$ cat config.mk
export PLATFORM = sky130hd
export DESIGN_NAME = nic_slv_wr_arbiter
export DESIGN_NICKNAME = d
export VERILOG_FILES = /design/src/rtl/axi_if_pkg.sv /design/src/rtl/rr_pick.sv /design/src/rtl/nic_slv_wr_arbiter.sv
export SDC_FILE = /design/constraint.sdc
export NUM_CORES = 1
export LEC_CHECK = 0
export ABC_CLOCK_PERIOD_IN_PS = 4900
export CELL_PAD_IN_SITES_DETAIL_PLACEMENT = 0
export CELL_PAD_IN_SITES_GLOBAL_PLACEMENT = 1
export CORE_MARGIN = 8
export CORE_UTILIZATION = 42
export DETAILED_ROUTE_END_ITERATION = 7
export GPL_ROUTABILITY_DRIVEN = 0
export HOLD_SLACK_MARGIN = 0.06
export PLACE_DENSITY_LB_ADDON = 0.1
export SETUP_SLACK_MARGIN = 0.5
export SLEW_MARGIN = 30
export SYNTH_ARGS = -nofsm -noshare
export SYNTH_HDL_FRONTEND = slang
export SYNTH_SLANG_ARGS = --single-unit
$ cat constraint.sdc
create_clock -name i_clk -period 4.9 [get_ports i_clk]
set_input_delay 0.735 -clock i_clk [delete_from_list [all_inputs] [get_ports i_clk]]
set_output_delay 0.735 -clock i_clk [all_outputs]
set_load 0.005 [all_outputs]
$ cat src/rtl/axi_if_pkg.sv
// axi_if_pkg: shared NIC crossbar constants and types.
//   NM / NS          : default master / real-slave counts
//   LGNM             : master index width
//   slv_arb_state_e  : per-slave write arbiter state
package axi_if_pkg;
  localparam int NM   = 4;
  localparam int NS   = 8;
  localparam int LGNM = $clog2(NM);

  typedef enum logic [1:0] {SA_IDLE, SA_OWNED, SA_DRAIN} slv_arb_state_e;
endpackage

$ cat src/rtl/rr_pick.sv
// rr_pick: combinational round-robin picker.
//   req       in  [N]          request vector
//   ptr       in  [$clog2(N)]  highest-priority index this cycle
//   valid     out              at least one request
//   grant_idx out  [$clog2(N)]  first requester at or after ptr (wrapping)
//   grant     out  [N]          one-hot of grant_idx, zero when !valid
module rr_pick #(
  parameter int N = 4,
  localparam int W = $clog2(N)
) (
  input  logic [N-1:0] req,
  input  logic [W-1:0] ptr,
  output logic         valid,
  output logic [W-1:0] grant_idx,
  output logic [N-1:0] grant
);
  logic [W-1:0] idx;

  // Scan from the far end toward ptr so the nearest requester is written last.
  always_comb begin
    valid     = 1'b0;
    grant_idx = '0;
    grant     = '0;
    idx       = '0;
    for (int k = N - 1; k >= 0; k--) begin
      idx = W'((int'(ptr) + k) % N);
      if (req[idx]) begin
        valid     = 1'b1;
        grant_idx = idx;
      end
    end
    if (valid) grant[grant_idx] = 1'b1;
  end
endmodule

$ cat src/rtl/nic_slv_wr_arbiter.sv
// nic_slv_wr_arbiter: per-slave write-channel ownership for the NIC crossbar.
//   i_clk, i_reset        clock, synchronous active-high reset
//   wrequest_i    [NM][NS+1]  decoded write requests (bit NS = error slave, ignored)
//   mwgrant_i     [NM]        master holds a write grant
//   mwindex_i     [NM][LGS]   slave index of that grant
//   slv_wr_grant_o      [NM][NS]    slave j owned by someone other than m
//   wr_priority_bank_o  [NM][NS+1]  someone other than m has priority for j
//   write_qos_lockout_o [NM]        registered: master m must leave its channel
//   slv_busy_o [NS], slv_owner_o [NS][LGM]  per-slave ownership status
module nic_slv_wr_arbiter
  import axi_if_pkg::*;
#(
  parameter int NM       = axi_if_pkg::NM,
  parameter int NS       = axi_if_pkg::NS,
  parameter int HOLD_MAX = 16,
  localparam int NSF = NS + 1,
  localparam int LGS = $clog2(NSF),
  localparam int LGM = $clog2(NM)
) (
  input  logic                     i_clk,
  input  logic                     i_reset,
  input  logic [NM-1:0][NSF-1:0]   wrequest_i,
  input  logic [NM-1:0]            mwgrant_i,
  input  logic [NM-1:0][LGS-1:0]   mwindex_i,
  output logic [NM-1:0][NS-1:0]    slv_wr_grant_o,
  output logic [NM-1:0][NSF-1:0]   wr_priority_bank_o,
  output logic [NM-1:0]            write_qos_lockout_o,
  output logic [NS-1:0]            slv_busy_o,
  output logic [NS-1:0][LGM-1:0]   slv_owner_o
);
  localparam int HW = (HOLD_MAX > 0) ? $clog2(HOLD_MAX + 1) : 1;

  logic [NM-1:0][NS-1:0] lk_mj;   // [m][j]: slave j is draining master m
  logic [NM-1:0]         lk_any;
  logic [NM-1:0]         err_req_unused;

  for (genvar m = 0; m < NM; m++) begin : g_mst
    assign wr_priority_bank_o[m][NS] = 1'b0;
    assign err_req_unused[m]         = wrequest_i[m][NS];
    assign lk_any[m]                 = |lk_mj[m];
  end

  for (genvar j = 0; j < NS; j++) begin : g_slv
    logic [NM-1:0]  req_col, own_oh, pick_oh, gnt_col, pri_col;
    logic           pick_vld, rel, others, busy;
    logic [LGM-1:0] pick_idx, own_q, own_d, rr_q, rr_d;
    logic [HW-1:0]  hold_q, hold_d;
    slv_arb_state_e st_q, st_d;

    for (genvar m = 0; m < NM; m++) begin : g_col
      assign req_col[m]           = wrequest_i[m][j];
      assign slv_wr_grant_o[m][j] = gnt_col[m];
      assign wr_priority_bank_o[m][j] = pri_col[m];
      assign lk_mj[m][j]          = (st_q == SA_DRAIN) && own_oh[m];
    end

    rr_pick #(.N(NM)) u_pick (
      .req       (req_col),
      .ptr       (rr_q),
      .valid     (pick_vld),
      .grant_idx (pick_idx),
      .grant     (pick_oh)
    );

    assign own_oh = NM'(1) << own_q;
    assign others = |(req_col & ~own_oh);
    // The owner lets go by dropping its grant or retargeting it elsewhere.
    assign rel    = !mwgrant_i[own_q] || (mwindex_i[own_q] != LGS'(j));
    assign busy   = (st_q != SA_IDLE);

    // Combinational outputs are forced quiet while reset is held so a
    // request present during reset does not leak priority bits.
    assign gnt_col = (busy && !i_reset) ? ~own_oh : '0;
    assign pri_col = i_reset  ? '0      :
                     busy     ? ~own_oh :
                     pick_vld ? ~pick_oh : '0;

    assign slv_busy_o[j]  = busy;
    assign slv_owner_o[j] = own_q;

    always_comb begin
      st_d   = st_q;
      own_d  = own_q;
      rr_d   = rr_q;
      hold_d = hold_q;
      case (st_q)
        SA_IDLE: begin
          if (pick_vld) begin
            st_d   = SA_OWNED;
            own_d  = pick_idx;
            hold_d = '0;
          end
        end
        SA_OWNED, SA_DRAIN: begin
          // Release has priority over a simultaneous hold expiry.
          if (rel) begin
            st_d   = SA_IDLE;
            rr_d   = (own_q == LGM'(NM - 1)) ? '0 : own_q + 1'b1;
            hold_d = '0;
          end else if (st_q == SA_OWNED) begin
            if (HOLD_MAX != 0 && hold_q == HW'(HOLD_MAX))
              st_d = SA_DRAIN;
            else if (others && hold_q != HW'(HOLD_MAX))
              hold_d = hold_q + 1'b1;
          end
        end
        default: st_d = SA_IDLE;
      endcase
    end

    always_ff @(posedge i_clk) begin
      if (i_reset) begin
        st_q   <= SA_IDLE;
        own_q  <= '0;
        rr_q   <= '0;
        hold_q <= '0;
      end else begin
        st_q   <= st_d;
        own_q  <= own_d;
        rr_q   <= rr_d;
        hold_q <= hold_d;
      end
    end
  end

  // Lockout follows DRAIN by one cycle on both entry and exit.
  always_ff @(posedge i_clk) begin
    if (i_reset) write_qos_lockout_o <= '0;
    else         write_qos_lockout_o <= lk_any;
  end
endmodule

-- After elaboration in Yosys (flattened, before gate mapping)
Cells that the tools add are included.
- $add $sub $neg: 40
- magnitude comparators: 56
- reduce and logical (&&, ||, !) cells: 150
- mux-type cells: 312
- shift-type cells: 8
- equality and inequality tests: 87
- bitwise gates (word level): 24
- operators with widths (kind ; number):
    $mux 5 ; 40
    $mux 4 ; 48
    $lt 2x3->1 const B ; 48
    $mux 2 ; 72
    $ne 3x3->1 const B ; 32
    $bmux 1 s2 ; 40
    $mux 1 ; 80
    $pmux 5 s2 ; 8
    $bmux 4 s2 ; 8
    $not 4->4 ; 16
    $logic_and 1x1->1 ; 56
    $add 5x1->5 const B ; 8
    $eq 5x5->1 const B ; 8
    $ne 5x5->1 const B ; 8
    $reduce_and 5->1 ; 8
    $add 2x1->2 const B ; 16
    $add 2x2->2 const B ; 16
    $and 4x4->4 ; 8
    $eq 2x2->1 const B ; 16
    $pmux 2 s2 ; 8
    $reduce_and 2->1 ; 16
    $reduce_bool 2->1 ; 16
    $reduce_or 4->1 ; 8
    $reduce_or 8->1 ; 4
    14 further kinds ; 89
- output and inout bits: 96
- register bits after elaboration: 92

-- Longest topological paths before layout
Gate-level depths: netlist of run 1.
- word-level depth: 16
- mapped depth: 7

-- Hierarchy
Synthesis of run 1 repeated with hierarchy kept, for this count alone.
- cell total of the unflattened synthesis: 1219
- area, all modules: 9052.4 sq um
- modules (own cells, without submodules) (module ; times used ; seq. area each (sq um) ; cells each ; area an instance (sq um)):
    nic_slv_wr_arbiter ; 1 ; 1841.8 ; 979 ; 7529.7
    rr_pick at g_slv[0].u_pick ... ; 4 ; 0.0 ; 28 ; 176.4
    rr_pick at g_slv[4].u_pick ... ; 3 ; 0.0 ; 33 ; 211.5
    rr_pick at g_slv[7].u_pick ; 1 ; 0.0 ; 29 ; 182.7

-- Least setup slack after synthesis of run 1
No wires, ideal clock.
- path kind: input to output
- from: in wrequest_i[0] (netlist name)
- to: out wr_priority_bank_o[0] (netlist name)
- stages: 5
- arrival: 1.731 ns
- path slack: 2.434 ns
- path buffers: 0
- path through: or4_1 -> nand2_1 -> nor2_1 -> o21ai_0 -> o21ai_0
- RTL lines (element ; line ; text):
    start: declaration ; nic_slv_wr_arbiter.sv:22 ; input logic [NM-1:0][NSF-1:0] wrequest_i,
    end: declaration ; nic_slv_wr_arbiter.sv:26 ; output logic [NM-1:0][NSF-1:0] wr_priority_bank_o,

==> out/results.tsv, run 1 <==
metric	value	unit
Final setup viols	0	
Sink Count	92	
Synth Area in Compound Gates	21.53	%
clock network fraction of total power	28.2	%
HP Start	g_slv[2].hold_q[4]	
CP peak stage delay	550	ps
post-synthesis register bit count	92	
Distinct cells, synth	65	
largest net degree at the start of global routing	104	
Internal	1.651	mW
first-pass GRT wire length	39920	um
vias per inst	5.711	
Seq/Total Area, Yosys	23.42	%
largest family of logic cells by synthesized area	simple AND/OR/NAND/NOR gates	
crit-path max FO	5	
cell taking the most area after synthesis	dfxtp_1	
die area	0.02336	mm^2
CTS buffer count	9	
crit share post-route	74.49	%
Pwr Total	2.528	mW
share of cells above drive strength 1	2.232	%
Core ar.	0.01852	mm^2
DR WL/cell	17.47	um
Comb power frac	37.5	%
post-route cell area	0.009806	mm^2
switching power	876.6	uW
Crit Reg-Reg Startpoint	g_slv[5].own_q[0]	
post_cts resized	0	
YS warnings	0	
CTS tree	built	
Final ANT Viol Nets	0	
status	complete, no violations	
initial antenna violation count	1	
Synth top area share	23.42	%
Peak VDD IR	0.0002001	V
Period minus WS final	3650	ps
# IOs	154	
Synth top cells by count	92 x dfxtp_1, 92 x nand2_1, 89 x nor2_1, 83 x inv_1, 80 x ha_1	
multiplexer area fraction after synthesis	4.200	%
total setup buffers inserted after CTS	0	
Post-synth EDFFs	0	
H-tree levels	3	
fmax	274.0	MHz
Final Hold Viols	0	
clock-pin slew on the worst setup and hold paths	70	ps
CP Capture Type	output port	
routed wl met2	10680	um
vias in the first global route	7562	
Cell Area, Synth	0.007864	mm^2
global route overflow	0	
Max Slew Vio Count	0	
M1 WL	11800	um
Max transition margin	47.37	%
Die H	152.8	um
adder-cell share of the synthesized area	12.73	%
Min-Delay Path Class	reg2reg	
Synth Flop Type	dfxtp_1	
Leak	3.828	nW
Pwr Density	257.8	mW/mm^2
Buffers on Ports	145	
routed vias	7995	
crit path cell chain	clkdlybuf4s50_1 -> inv_1 -> a22o_1 -> a221oi_1 -> o21ai_0 -> o21ai_0 -> clkdlybuf4s50_1	
non-filler instance count after layout	1400	
sw frac	34.68	%
critical path class	in2out	
drt pass-1 iters	7	
Post-Synth XOR/XNOR Area	0	%
initial drt markers	433	
setup TNS	0	ps
Nets	1298	
Routed met3 length	1442	um
starting density of the core	42.47	%
Mapped Cells	1026	
number of remaining DRC errors	0	
CP max-delay cell	a221oi_1	
worst hold margin	473.4	ps
Top Metal Used	met4	
WP data required	4160	ps
setup repair after global routing missed its margin	no	
Critical Path Start	wrequest_i[30]	
top cells by area, synth	dfxtp_1 23%, ha_1 13%, nand2_1 4.4%	
sequential power share	34.3	%
MaxCap Viol Count	0	
overall global routing resource usage	20.61	%
die width	152.8	um
final wirelength	24460	um
Post-Synth Simple-Gate Area	32.00	%
Area Overhead vs Synth	24.69	%
critical path startpoint category	input port	
skew final	8.439	ps
hold buffer count at CTS	0	
dpl hpwl	18790	um
Clock Tree Root	clkbuf_16	
Clock Path Buffers	2	
placed inst area	0.009517	mm^2
CP arrival	2910	ps
Placed Instances	1383	
Synth async-reset ratio	0	%
Rows	50	
Avg Inst Size Synth	7.665	um^2
clk_lat worst skew	360	ps
slew at the pin with the worst max-slew slack	767.4	ps
## area by class of cell
| class | instances | area [um^2] |
|---|---|---|
| inverters | 84 | 315.3 |
| diodes | 1 | 2.502 |
| flip-flops and latches | 92 | 1842 |
| clock inverters | 4 | 50.05 |
| fillers | 1846 | 8712 |
| well taps | 234 | 292.8 |
| repair buffers | 151 | 1506 |
| multi-input cells | 822 | 5560 |
| clock buffers | 12 | 236.5 |
## per-stage QoR
step	setup WS [ps]	utilization (%)
2_1_floorplan	2434	-
3_3_place_gp	1218	51.36
3_5_place_dp	1271	51.39
4_1_cts	1246	52.94
5_1_grt	1012	52.95
6_report	1250	52.95
## final timing paths
kind,endpoint,slack (ps),depth (start not counted)
worst min register to register,g_slv[2].hold_q[4],470,2
worst max register to register,g_slv[5].hold_q[4],2560,4
worst min-delay path,g_slv[2].hold_q[4],470,2
worst max-delay path,wr_priority_bank_o[3],1250,7
## per-layer routing
| metal | vias to the layer above | global-route usage [%] |
|---|---|---|
| met4 | 0 | 7.304 |
| met2 | 195 | 31.82 |
| li1 | 4027 | - |
| met1 | 3741 | 27.72 |
| met3 | 32 | 4.539 |
| met5 | - | 0 |
## power groups by stage
stage	logic [mW]	registers, mW	clock network [mW]
6_report	0.948	0.867	0.713
3_3_place_gp	0.943	0.882	0
4_1_cts	0.950	0.866	0.733
2_1_floorplan	0.544	0.860	0
3_5_place_dp	0.944	0.883	0
5_1_grt	1.05	0.875	0.762
## critical path: cells and delay by family
kind	cells	cell delay, ps
compound gates	4	1060
buf+inv	3	1120
## flip-flops by register name, summed over array words and instances, names as in the netlist
register	count
g_slv.st_q	16
g_slv.hold_q	40
g_slv.rr_q	16
write_qos_lockout_o	4
g_slv.own_q	16
## cells by family after synthesis
family                     count (synthesis)
adders and majority gates                 80
other                                      1
AOI/OAI and AO/OA                        247
buffers and inverters                    115
DFF                                       92
and+or+nand+nor                          458
muxes                                     33
## cell usage in the layout, fill, tap and decap left out, types with 8 or more instances in the layout
master | Yosys | routed
a221oi_1 | 13 | 13
nand4_1 | 37 | 37
nand2b_1 | 51 | 51
mux2i_1 | 33 | 33
and3_1 | 15 | 15
o21ai_1 | 13 | 13
nor2b_1 | 9 | 9
nor3b_1 | 17 | 16
a21o_1 | 26 | 26
nand3b_1 | 18 | 18
nand2_1 | 92 | 92
or4_1 | 19 | 19
a22oi_1 | 17 | 17
inv_1 | 83 | 83
ha_1 | 80 | 80
and3b_1 | 9 | 9
or3_1 | 8 | 8
nor4bb_1 | 8 | 8
a31oi_1 | 34 | 34
nor3_1 | 14 | 14
clkbuf_16 | 0 | 9
a21oi_1 | 47 | 47
nand3_1 | 38 | 38
dfxtp_1 | 92 | 92
clkdlybuf4s50_1 | 0 | 144
nor2_1 | 89 | 89
o21ai_0 | 31 | 31
Power figures use the tool's default switching activity.
==> inputs of run 2 (changes only) <==
--- a/config.mk
+++ b/config.mk
@@ -5,11 +5,11 @@
 export SDC_FILE = /design/constraint.sdc
 export NUM_CORES = 1
 export LEC_CHECK = 0
-export ABC_CLOCK_PERIOD_IN_PS = 4900
+export ABC_CLOCK_PERIOD_IN_PS = 3100
 export CELL_PAD_IN_SITES_DETAIL_PLACEMENT = 0
 export CELL_PAD_IN_SITES_GLOBAL_PLACEMENT = 1
 export CORE_MARGIN = 8
-export CORE_UTILIZATION = 42
+export CORE_UTILIZATION = 35
 export DETAILED_ROUTE_END_ITERATION = 7
 export GPL_ROUTABILITY_DRIVEN = 0
 export HOLD_SLACK_MARGIN = 0.06
==> constraint.sdc (replaced) <==
create_clock -name i_clk -period 3.1 [get_ports i_clk]
set_input_delay 0.465 -clock i_clk [delete_from_list [all_inputs] [get_ports i_clk]]
set_output_delay 0.465 -clock i_clk [all_outputs]
set_load 0.005 [all_outputs]
==> run 2 against run 1 <==
  * Die area increased by 18%
  * Non-clock buffer count up 61
  * Via count grew 3.5%
  * First-iteration DRC count increased by 4.4%
  * Sequential power increased by 59%
  * Critical path type unchanged
  * Largest cell class unchanged
  * Largest power group unchanged
==> out/results.tsv, run 2 (synthesis gave the netlist of run 1 again) <==
metric	value	unit
most flop-heavy register	g_slv.hold_q	
fmax	393.0	MHz
non-filler instance count after layout	1512	
Peak VDD IR	0.0002189	V
Period minus WS final	2545	ps
largest net degree at the start of global routing	52	
critical path startpoint category	input port	
Clock Tree Root	clkbuf_16	
worst hold margin	437.0	ps
Placed Instances	1468	
crit share post-route	82.09	%
Min-Delay Path Class	in2reg	
placed inst area	0.009831	mm^2
commonest non-fill, non-tap cell in the layout	clkdlybuf4s50_1	
CP Capture Type	output port	
Pwr Density	400.5	mW/mm^2
Clock Path Buffers	2	
Rows	55	
CP arrival	2080	ps
starting density of the core	35.16	%
CTS buffer count	9	
die area	0.02752	mm^2
Nets	1359	
routed vias	8275	
status	complete, no violations	
fin util	47.14	%
clock-pin slew on the worst setup and hold paths	60	ps
Sink Count	92	
initial antenna violation count	2	
vias in the first global route	8106	
dpl hpwl	20310	um
Final Hold Viols	0	
die width	165.9	um
Die H	165.9	um
Area Overhead vs Synth	34.07	%
Buffers on Ports	145	
slew at the pin with the worst max-slew slack	626.1	ps
skew final	13.44	ps
crit-path max FO	5	
MaxCap Viol Count	0	
max reg flops	40	
Filler cells	2287	
Final Worst Setup Slack	555.2	ps
# IOs	154	
initial drt markers	452	
number of remaining DRC errors	0	
share of cells above drive strength 1	14.11	%
global route overflow	0	
Final setup viols	0	
drt pass-1 iters	5	
final wirelength	26590	um
Final ANT Viol Nets	0	
post-route cell area	0.01054	mm^2
hold buffer count at CTS	0	
critical path class	in2out	
highest-count cells in the layout ignoring fill and taps	90 x clkdlybuf4s50_1, 84 x nand2_1, 79 x dfxtp_1	
overall global routing resource usage	18.66	%
Leak	4.333	nW
Max transition margin	57.89	%
WP data required	2630	ps
Core ar.	0.02237	mm^2
clk_lat worst skew	360	ps
CTS tree	built	
Max Slew Vio Count	0	
DR WL/cell	17.58	um
dpl ws	182.1	ps
setup TNS	0	ps
Pwr Total	4.223	mW
first-pass GRT wire length	42640	um
H-tree levels	3	
setup repair after global routing missed its margin	yes	
vias per inst	5.473	
==> run 2: final timing paths <==
| check | start | end | slack [ps] | cells after the start |
|---|---|---|---|---|
| hold reg to reg | g_slv[3].rr_q[0] | g_slv[3].rr_q[0] | 460 | 2 |
| hold / removal | i_reset | g_slv[7].own_q[0] | 440 | 2 |
| setup / recovery | wrequest_i[0] | wr_priority_bank_o[9] | 560 | 6 |
| setup reg to reg | g_slv[6].st_q[0] | g_slv[6].st_q[0] | 570 | 16 |
==> run 2: worst max-delay path, cell delays in order <==
cell and delay (ps):
dlygate4sd2_1 290, or4_4 560, nand2_2 100, nor2_2 60, a21o_1 170, clkdlybuf4s50_1 440
==> run 2: area by class of cell <==
| type | instances | area (um^2) | share of cell area (%) |
|---|---|---|---|
| Antenna cell | 1 | 2.502 | 0.02374 |
| Tap cell | 285 | 356.6 | 3.382 |
| Inverter | 84 | 316.6 | 3.003 |
| Timing Repair Buffer | 212 | 1932 | 18.32 |
| Clock inverter | 6 | 63.81 | 0.6053 |
| Multi-Input combinational cell | 822 | 5769 | 54.72 |
| Clock buffer | 10 | 239.0 | 2.267 |
| Sequential cell | 92 | 1863 | 17.67 |
==> run 2: what timing repair did <==
item | CTS | global route
pin swaps | 7 | 8
buffers inserted | 23 | 4
setup endpoints to repair | 33 | 55
hold endpoints to repair | 0 | 0
resized for setup | 82 | 77
==> run 2: power breakdown <==
part,switching [mW],internal [mW]
logic,0.848,0.844
registers,0.117,1.26
clock network,0.505,0.647
total,1.47,2.75
==> run 2: per-layer routing <==
metal  GRT usage (%)  vias up  part of all wire, %
li1                -     4151                    -
met1           24.34     3874                   47
met2           30.08      211                   44
met3           4.112       37                  6.0
met4           5.968        2                  2.1
met5               0        -                0.049
==> inputs of run 3 (changes only) <==
--- a/config.mk
+++ b/config.mk
@@ -5,11 +5,11 @@
 export SDC_FILE = /design/constraint.sdc
 export NUM_CORES = 1
 export LEC_CHECK = 0
-export ABC_CLOCK_PERIOD_IN_PS = 3100
+export ABC_CLOCK_PERIOD_IN_PS = 2350
 export CELL_PAD_IN_SITES_DETAIL_PLACEMENT = 0
 export CELL_PAD_IN_SITES_GLOBAL_PLACEMENT = 1
 export CORE_MARGIN = 8
-export CORE_UTILIZATION = 35
+export CORE_UTILIZATION = 39
 export DETAILED_ROUTE_END_ITERATION = 7
 export GPL_ROUTABILITY_DRIVEN = 0
 export HOLD_SLACK_MARGIN = 0.06
==> constraint.sdc (replaced) <==
create_clock -name i_clk -period 2.35 [get_ports i_clk]
set_input_delay 0.3525 -clock i_clk [delete_from_list [all_inputs] [get_ports i_clk]]
set_output_delay 0.3525 -clock i_clk [all_outputs]
set_load 0.005 [all_outputs]
==> run 3 against run 2 <==
  * Clock skew shrank 7.3 ps
  * Non-clock buffer count grew 209
  * Sequential power grew 30%
  * Die area shrank 9.3%
  * Worst setup slack lost 390 ps
  * Final cell count grew 13%
  * Clock-buffer cell count shrank 1
  * Sequential share of layout area shrank 2.8 points
==> out/results.tsv, run 3 (synthesis gave the netlist of run 1 again) <==
metric	value	unit
fmax	457.6	MHz
largest net degree at the start of global routing	30	
MaxCap Viol Count	0	
clk_lat worst skew	360	ps
skew final	6.087	ps
critical path startpoint category	input port	
slew at the pin with the worst max-slew slack	592.0	ps
dpl hpwl	20750	um
first-pass GRT wire length	46110	um
WP data required	2580	ps
die width	158	um
Clock Tree Root	clkbuf_16	
Final ANT Viol Nets	0	
commonest non-fill, non-tap cell in the layout	buf_4	
placed inst area	0.01068	mm^2
max reg flops	40	
Min-Delay Path Class	in2reg	
Final Hold Viols	0	
initial antenna violation count	5	
drt pass-1 iters	5	
overall global routing resource usage	22.90	%
clock-pin slew on the worst setup and hold paths	70	ps
Period minus WS final	2185	ps
status	complete, no violations	
non-filler instance count after layout	1706	
CP Capture Type	flip-flop	
Peak VDD IR	0.0003117	V
CTS tree	built	
post-route cell area	0.01309	mm^2
starting density of the core	39.24	%
CTS buffer count	9	
H-tree levels	3	
Core ar.	0.02004	mm^2
Clock Path Buffers	2	
crit share post-route	92.99	%
Leak	5.599	nW
vias per inst	5.447	
Final setup viols	0	
highest-count cells in the layout ignoring fill and taps	226 x buf_4, 74 x nand2_1, 57 x nor2_1	
critical path class	in2reg	
hold buffer count at CTS	0	
Sink Count	92	
final wirelength	30010	um
DR WL/cell	17.59	um
# IOs	154	
crit-path max FO	6	
Pwr Density	490.7	mW/mm^2
share of cells above drive strength 1	43.96	%
routed vias	9292	
Die H	158	um
Max Slew Vio Count	0	
setup repair after global routing missed its margin	yes	
initial drt markers	521	
Placed Instances	1562	
vias in the first global route	8975	
Area Overhead vs Synth	66.49	%
setup TNS	0	ps
Pwr Total	6.424	mW
global route overflow	0	
Nets	1568	
CP arrival	2420	ps
Buffers on Ports	145	
number of remaining DRC errors	0	
die area	0.02496	mm^2
Max transition margin	60.45	%
most flop-heavy register	g_slv.hold_q	
Rows	52	
==> run 3: what timing repair did <==
| item | CTS | global route |
|---|---|---|
| pin swaps | 93 | 67 |
| setup endpoints to repair | 140 | 122 |
| setup buffers | 84 | 40 |
| endpoints found under the hold margin | 0 | 0 |
| gates cloned | 1 | 2 |
| resized for setup | 545 | 195 |
==> run 3: final timing paths <==
path | start | endpoint | slack, ps | depth (start not counted)
worst min-delay path | i_reset | g_slv[4].own_q[0] | 320 | 2
worst max register to register | g_slv[2].st_q[0] | g_slv[2].own_q[1] | 180 | 16
worst max-delay path | wrequest_i[2] | g_slv[2].own_q[1] | 160 | 16
worst min register to register | g_slv[3].rr_q[0] | g_slv[3].rr_q[0] | 470 | 2
==> run 3: per-stage QoR <==
| stage | utilization, % | hold WS [ps] | worst slack [ps] |
|---|---|---|---|
| finish | 65.33 | 322.3 | 164.7 |
| global route | 65.33 | 327.4 | 78.78 |
| CTS | 61.10 | 302.8 | 138.6 |
| detailed placement | 53.28 | 458.9 | -326.0 |
| global placement | 53.28 | 456.3 | -271.9 |
| floorplan | - | 439.8 | 391.3 |
==> run 3: cell type report <==
cell class	instances	area, um^2
Fill cell	1719	6947
Multi-Input combinational cell	822	6794
Timing Repair Buffer	421	3383
Sequential cell	92	1941
Inverter	84	340.3
Tap cell	270	337.8
Clock buffer	9	225.2
Clock inverter	5	63.81
Antenna cell	3	7.507
==> run 3: routing by layer <==
layer	global-route usage, %	routed length (um)	up-vias
met1	29.22	13500	4397
met5	0	22	-
met4	6.825	600	4
met3	5.242	1940	43
li1	-	-	4599
met2	37.73	13940	249
==> run 3: report_power, final <==
part	leakage [nW]	total [mW]	switching [mW]	internal, mW
clock network	0.132	1.50	0.679	0.821
logic	4.70	3.13	1.50	1.64
registers	0.770	1.79	0.118	1.67
total	5.60	6.42	2.29	4.13
==> run 3: critical path, stage by stage <==
cell     delay (ps)
buf_2           160
or4_4           570
nand2_4         100
buf_6            90
buf_6            80
buf_6            80
buf_6            80
buf_6            80
buf_6            80
buf_6            80
buf_6            90
buf_6            80
buf_6            80
buf_6           100
mux2i_2         230
nor2_1           80
==> patch 1, RTL diff (flow settings as in run 2) <==
`HOLD_MAX`: 16 -> 32.
--- a/src/rtl/nic_slv_wr_arbiter.sv
+++ b/src/rtl/nic_slv_wr_arbiter.sv
@@ -12,7 +12,7 @@
 #(
   parameter int NM       = axi_if_pkg::NM,
   parameter int NS       = axi_if_pkg::NS,
-  parameter int HOLD_MAX = 16,
+  parameter int HOLD_MAX = 32,
   localparam int NSF = NS + 1,
   localparam int LGS = $clog2(NSF),
   localparam int LGM = $clog2(NM)
Check against the original RTL: not settled (the Yosys comparison gave no result); the edit may change what the design does.
==> patch 1 against run 2 <==
Critical path depth rose by 2. Power fell by 2.6%. Non-clock buffer count fell by 11. Sequential share of layout area rose by 0.84 points. Final cell count rose by 5.7%. Setup slack got worse by 7.8 ps. Cell area rose by 4.5%. Synthesized area rose by 7.7%. Sequential cell count rose by 8. Routed wire length rose by 4.9%. Largest cell class unchanged. Largest power group unchanged.
==> patch 1: results (changes against run 2) <==
PLACE_WS_PS=-1.51  # was 182 ps
CPMAXSTAGEDELAYCELL='sky130_fd_sc_hd__dfxtp_1'  # was sky130_fd_sc_hd__or4_4
DEPTH_OF_THE_MOST_CRITICAL_REG_TO_REG_PATH=6  # was 16
IR_DROP_WORST_VDD_mV=0.167  # was 0.219 mV
DRIVE_ABOVE_1_SHARE=0.135  # was 0.141
VIA_DENSITY_PER_INSTANCE=5.39  # was 5.47
P_LEAK_nW=4.53  # was 4.33 nW
MET2WIRELENGTH_UM=12900  # was 11800 µm
LARGEST_REGISTER_FFS=48  # was 40
POST_SYNTH_MOST_FREQUENT_CELLS='sky130_fd_sc_hd__nor2_1 (114), sky130_fd_sc_hd__dfxtp_1 (100), sky130_fd_sc_hd__nand2_1 (84)'  # was sky130_fd_sc_hd__dfxtp_1 (92), sky130_fd_sc_hd__nand2_1 (92), sky130_fd_sc_hd__nor2_1 (89)
SYNTH.AVG_CELL_AREA_UM2=7.73  # was 7.66 µm²
HOLD_PATH_END='g_slv[0].rr_q[1]$_SDFFE_PP0P_'  # was g_slv[7].own_q[0]$_SDFFE_PP0P_
ROUTED-VIA-COUNT=8613  # was 8275
POST_SYNTH_MAIN_AREA_CONTRIBUTORS='sky130_fd_sc_hd__dfxtp_1 (24%), sky130_fd_sc_hd__ha_1 (12%), sky130_fd_sc_hd__nor2_1 (5.1%)'  # was sky130_fd_sc_hd__dfxtp_1 (23%), sky130_fd_sc_hd__ha_1 (13%), sky130_fd_sc_hd__nand2_1 (4.4%)
SYNTH-SEQ-AREA-SHARE=0.236  # was 0.234
MET3_WIRELENGTH_UM=1790  # was 1610 µm
DP_HPWL_UM=21400  # was 20300 µm
WORST_R2R_STARTPOINT='g_slv[4].own_q[1]$_SDFFE_PP0P_'  # was g_slv[6].st_q[0]$_SDFFE_PP0P_
VIAS_IN_THE_FIRST_GLOBAL_ROUTE=8140  # was 8106
GRTUSAGETOTAL=0.185  # was 0.187
CLOCK-SKEW-FINAL_PS=11.7  # was 13.4 ps
PLACED_CELLS_INCL_TAPS=1566  # was 1468
OUTCOME='complete, no violations'  # unchanged
FIN_HOLD_WS_PS=466  # was 437 ps
REGTOREGENDPOINT='g_slv[4].hold_q[0]$_SDFFE_PP0P_'  # was g_slv[6].st_q[0]$_SDFFE_PP0P_
WL_MET1_UM=13000  # was 12600 µm
CP_MAX_FO=6  # was 5
==> patch 1: changes by cell type in the layout (fill, tap and decap cells not counted), moves of 9 or more <==
cell,change
sky130_fd_sc_hd__o21ai_0,+12
sky130_fd_sc_hd__a31oi_1,-9
sky130_fd_sc_hd__nor3b_1,-13
sky130_fd_sc_hd__nand3_1,+9
sky130_fd_sc_hd__buf_4,-11
sky130_fd_sc_hd__o21ai_1,-11
sky130_fd_sc_hd__nor4b_1,+9
sky130_fd_sc_hd__nand3b_1,-11
sky130_fd_sc_hd__nor2b_1,+18
sky130_fd_sc_hd__nor2_1,+26
sky130_fd_sc_hd__a21oi_1,+11
==> patch 1: final cells by class <==
class / count / area [µm²]
fillers: 2484 / 13000
multi-input cells: 878 / 6140
flip-flops and latches: 100 / 2040
repair buffers: 201 / 1860
well taps: 324 / 405
inverters: 81 / 304
clock buffers: 10 / 239
clock inverters: 4 / 27.5
==> patch 1: worst max path at each step <==
stage / start / endpoint / slack, ps
2_1_floorplan: i_reset / wr_priority_bank_o[5] / 1060
3_3_place_gp: mwindex_i[9] / g_slv[1].hold_q[2]$_SDFFE_PP0P_ / 30
3_5_place_dp: mwindex_i[9] / g_slv[1].hold_q[2]$_SDFFE_PP0P_ / -2
4_1_cts: wrequest_i[33] / wr_priority_bank_o[6] / 430
5_1_grt: g_slv[4].st_q[0]$_SDFFE_PP0P_ / wr_priority_bank_o[13] / 480
6_report: g_slv[3].rr_q[1]$_SDFFE_PP0P_ / wr_priority_bank_o[30] / 550
==> patch 1: cell families after synthesis <==
group	Yosys count
and+or+nand+nor	502
AOI/OAI and AO/OA	255
buffers and inverters	120
DFF	100
adders and majority gates	79
muxes	38
other	1
==> patch 1: metal layers <==
| metal | global-route usage | vias up |
|---|---|---|
| met3 | 0.0484 | 15 |
| met1 | 0.242 | 4109 |
| met5 | 0 | - |
| met4 | 0.0359 | 2 |
| li1 | - | 4330 |
| met2 | 0.304 | 157 |
==> patch 1: power by group through the flow <==
stage | clock network (mW) | logic [mW] | registers [mW]
after floorplan | 0 | 0.848 | 1.45
after global placement | 0 | 1.51 | 1.49
after detailed placement | 0 | 1.51 | 1.49
after CTS | 1.13 | 1.55 | 1.46
after global routing | 1.17 | 1.73 | 1.48
final | 1.08 | 1.58 | 1.46
==> patch 1: repair_timing <==
action,in CTS,in global routing
setup endpoints to repair,38,53
cloned,0,0
resized for setup,78,69
buffers inserted,10,8
pin swaps,7,10
==> patch 2, RTL diff (flow settings as in run 2) <==
Without the edit above. Make the reset (`i_reset`) asynchronous in 2 clocked blocks. Comments in the files are not updated.
--- a/src/rtl/nic_slv_wr_arbiter.sv
+++ b/src/rtl/nic_slv_wr_arbiter.sv
@@ -108,7 +108,7 @@
       endcase
     end
 
-    always_ff @(posedge i_clk) begin
+    always_ff @(posedge i_clk or posedge i_reset) begin
       if (i_reset) begin
         st_q   <= SA_IDLE;
         own_q  <= '0;
@@ -124,7 +124,7 @@
   end
 
   // Lockout follows DRAIN by one cycle on both entry and exit.
-  always_ff @(posedge i_clk) begin
+  always_ff @(posedge i_clk or posedge i_reset) begin
     if (i_reset) write_qos_lockout_o <= '0;
     else         write_qos_lockout_o <= lk_any;
   end
Function: not settled (the Yosys comparison gave no result); the edit may change what the design does.
==> patch 2 against run 2 <==
Critical path depth increased by 1. Sequential cell count unchanged. Synthesized cell count decreased by 9.7%. Synthesized area decreased by 0.24%. Global-route usage decreased by 0.42 points. Sequential share of layout area increased by 4.0 points. Routed wire length decreased by 1.7%. Setup slack got worse by 8.2 ps. Cell area increased by 1.8%.
Power is not compared: it rests on default switching activity, and its combinational part moved more than twofold at a synthesized area within 25%.
==> patch 2: results (changes against run 2) <==
SYNTH_CELL_TYPES=71  # was 65
CP_MAX_FO=4  # was 5
POSTROUTEWIRELENGTH_UM=26100  # was 26600 µm
OUTCOME='complete, no violations'  # unchanged
GR-USAGE-MET1=0.247  # was 0.243
SETUP.REG_TO_REG.WORST_SLACK_PS=820  # was 570 ps
WORST_R2R_STARTPOINT='g_slv[5].own_q[0]$_DFFE_PP0P_'  # was g_slv[6].st_q[0]$_SDFFE_PP0P_
VIOLATION_COUNT_AFTER_THE_FIRST_DETAILED_ROUTE_ITERATION=468  # was 452
TIGHTESTPINTRANSITION_PS=669  # was 626 ps
GRTUSAGETOTAL=0.182  # was 0.187
WL_MET1_UM=12600  # about the same
MET3_WIRELENGTH_UM=1110  # was 1610 µm
MULTI_INPUT_AREA_SHARE=0.514  # was 0.547
N_ANTENNA_CELL=3  # was 1
DP_HPWL_UM=20400  # was 20300 µm
CLOCK_CELL_AREA_SHARE=0.0307  # was 0.0287
WORSTHOLDPATHTYPE='input port to async pin'  # was input port to flip-flop
GRT_START_MAX_NET_PINS=27  # was 52
FILL_CELLS=2146  # was 2287
NON_CLOCK_BUFFER_COUNT=198  # was 212
MET3_USAGE=0.0386  # was 0.0411
ROWS=54  # was 55
INVERTERS_EXCL_CLOCK=94  # was 84
POST_SYNTH_MAIN_AREA_CONTRIBUTORS='sky130_fd_sc_hd__dfrtp_1 (29%), sky130_fd_sc_hd__ha_1 (13%), sky130_fd_sc_hd__inv_1 (4.4%)'  # was sky130_fd_sc_hd__dfxtp_1 (23%), sky130_fd_sc_hd__ha_1 (13%), sky130_fd_sc_hd__nand2_1 (4.4%)
POST_CTS.REPAIR.SETUP_BUFFERS=14  # was 23
CPLARGESTDELAYFAMILY='simple AND/OR/NAND/NOR gates'  # was buffers and inverters
ROUTED-VIA-COUNT=7588  # was 8275
CLKBUF_COUNT=13  # was 10
PLACE_WS_PS=163  # was 182 ps
SYNTH-SEQ-AREA-SHARE=0.293  # was 0.234
REGTOREGENDPOINT='g_slv[5].hold_q[0]$_DFFE_PP0P_'  # was g_slv[6].st_q[0]$_SDFFE_PP0P_
MET2_USAGE=0.288  # was 0.301
POST_SYNTH_MOST_FREQUENT_CELLS='sky130_fd_sc_hd__inv_1 (93), sky130_fd_sc_hd__dfrtp_1 (92), sky130_fd_sc_hd__nor2_1 (80)'  # was sky130_fd_sc_hd__dfxtp_1 (92), sky130_fd_sc_hd__nand2_1 (92), sky130_fd_sc_hd__nor2_1 (89)
CLOCK-SKEW-FINAL_PS=9.53  # was 13.4 ps
CTS_REPAIR_RESIZE_COUNT=96  # was 82
-- patch 2: cell types whose count changed in the layout (fill, tap and decap cells not counted), moves of 14 or more --
cell	delta
sky130_fd_sc_hd__mux2i_1	-23
sky130_fd_sc_hd__a22o_1	+14
sky130_fd_sc_hd__dfrtp_2	+14
sky130_fd_sc_hd__nand2b_1	-22
sky130_fd_sc_hd__mux2_2	+24
sky130_fd_sc_hd__o21ai_0	+31
sky130_fd_sc_hd__nand4_1	-20
sky130_fd_sc_hd__nand2_1	-22
sky130_fd_sc_hd__dfrtp_1	+78
sky130_fd_sc_hd__a21o_1	+17
sky130_fd_sc_hd__a31oi_1	-32
sky130_fd_sc_hd__nand3_1	-24
sky130_fd_sc_hd__dfxtp_1	-79
-- patch 2: cells by family after synthesis --
kind of cell | Yosys count | share of synthesized area
compound gates | 275 | 0.240
fa+ha+maj | 79 | 0.126
buf+inv | 109 | 0.0581
flops | 92 | 0.293
mux | 35 | 0.0491
other cells | 1 | 0.000478
simple gates | 335 | 0.233
-- patch 2: worst min-delay path by stage --
| stage | to | startpoint | slack, ps | cells past startpoint |
|---|---|---|---|---|
| after floorplan | g_slv[0].rr_q[0]$_DFFE_PP0P_ | g_slv[0].rr_q[0]$_DFFE_PP0P_ | 470 | 2 |
| after global placement | g_slv[7].rr_q[0]$_DFFE_PP0P_ | g_slv[7].rr_q[0]$_DFFE_PP0P_ | 490 | 1 |
| after detailed placement | g_slv[7].rr_q[0]$_DFFE_PP0P_ | g_slv[7].rr_q[0]$_DFFE_PP0P_ | 500 | 1 |
| after CTS | g_slv[0].st_q[1]$_DFFE_PP0P_ | i_reset | 300 | 3 |
| after global routing | g_slv[0].st_q[1]$_DFFE_PP0P_ | i_reset | 320 | 3 |
| final | g_slv[0].st_q[1]$_DFFE_PP0P_ | i_reset | 310 | 3 |
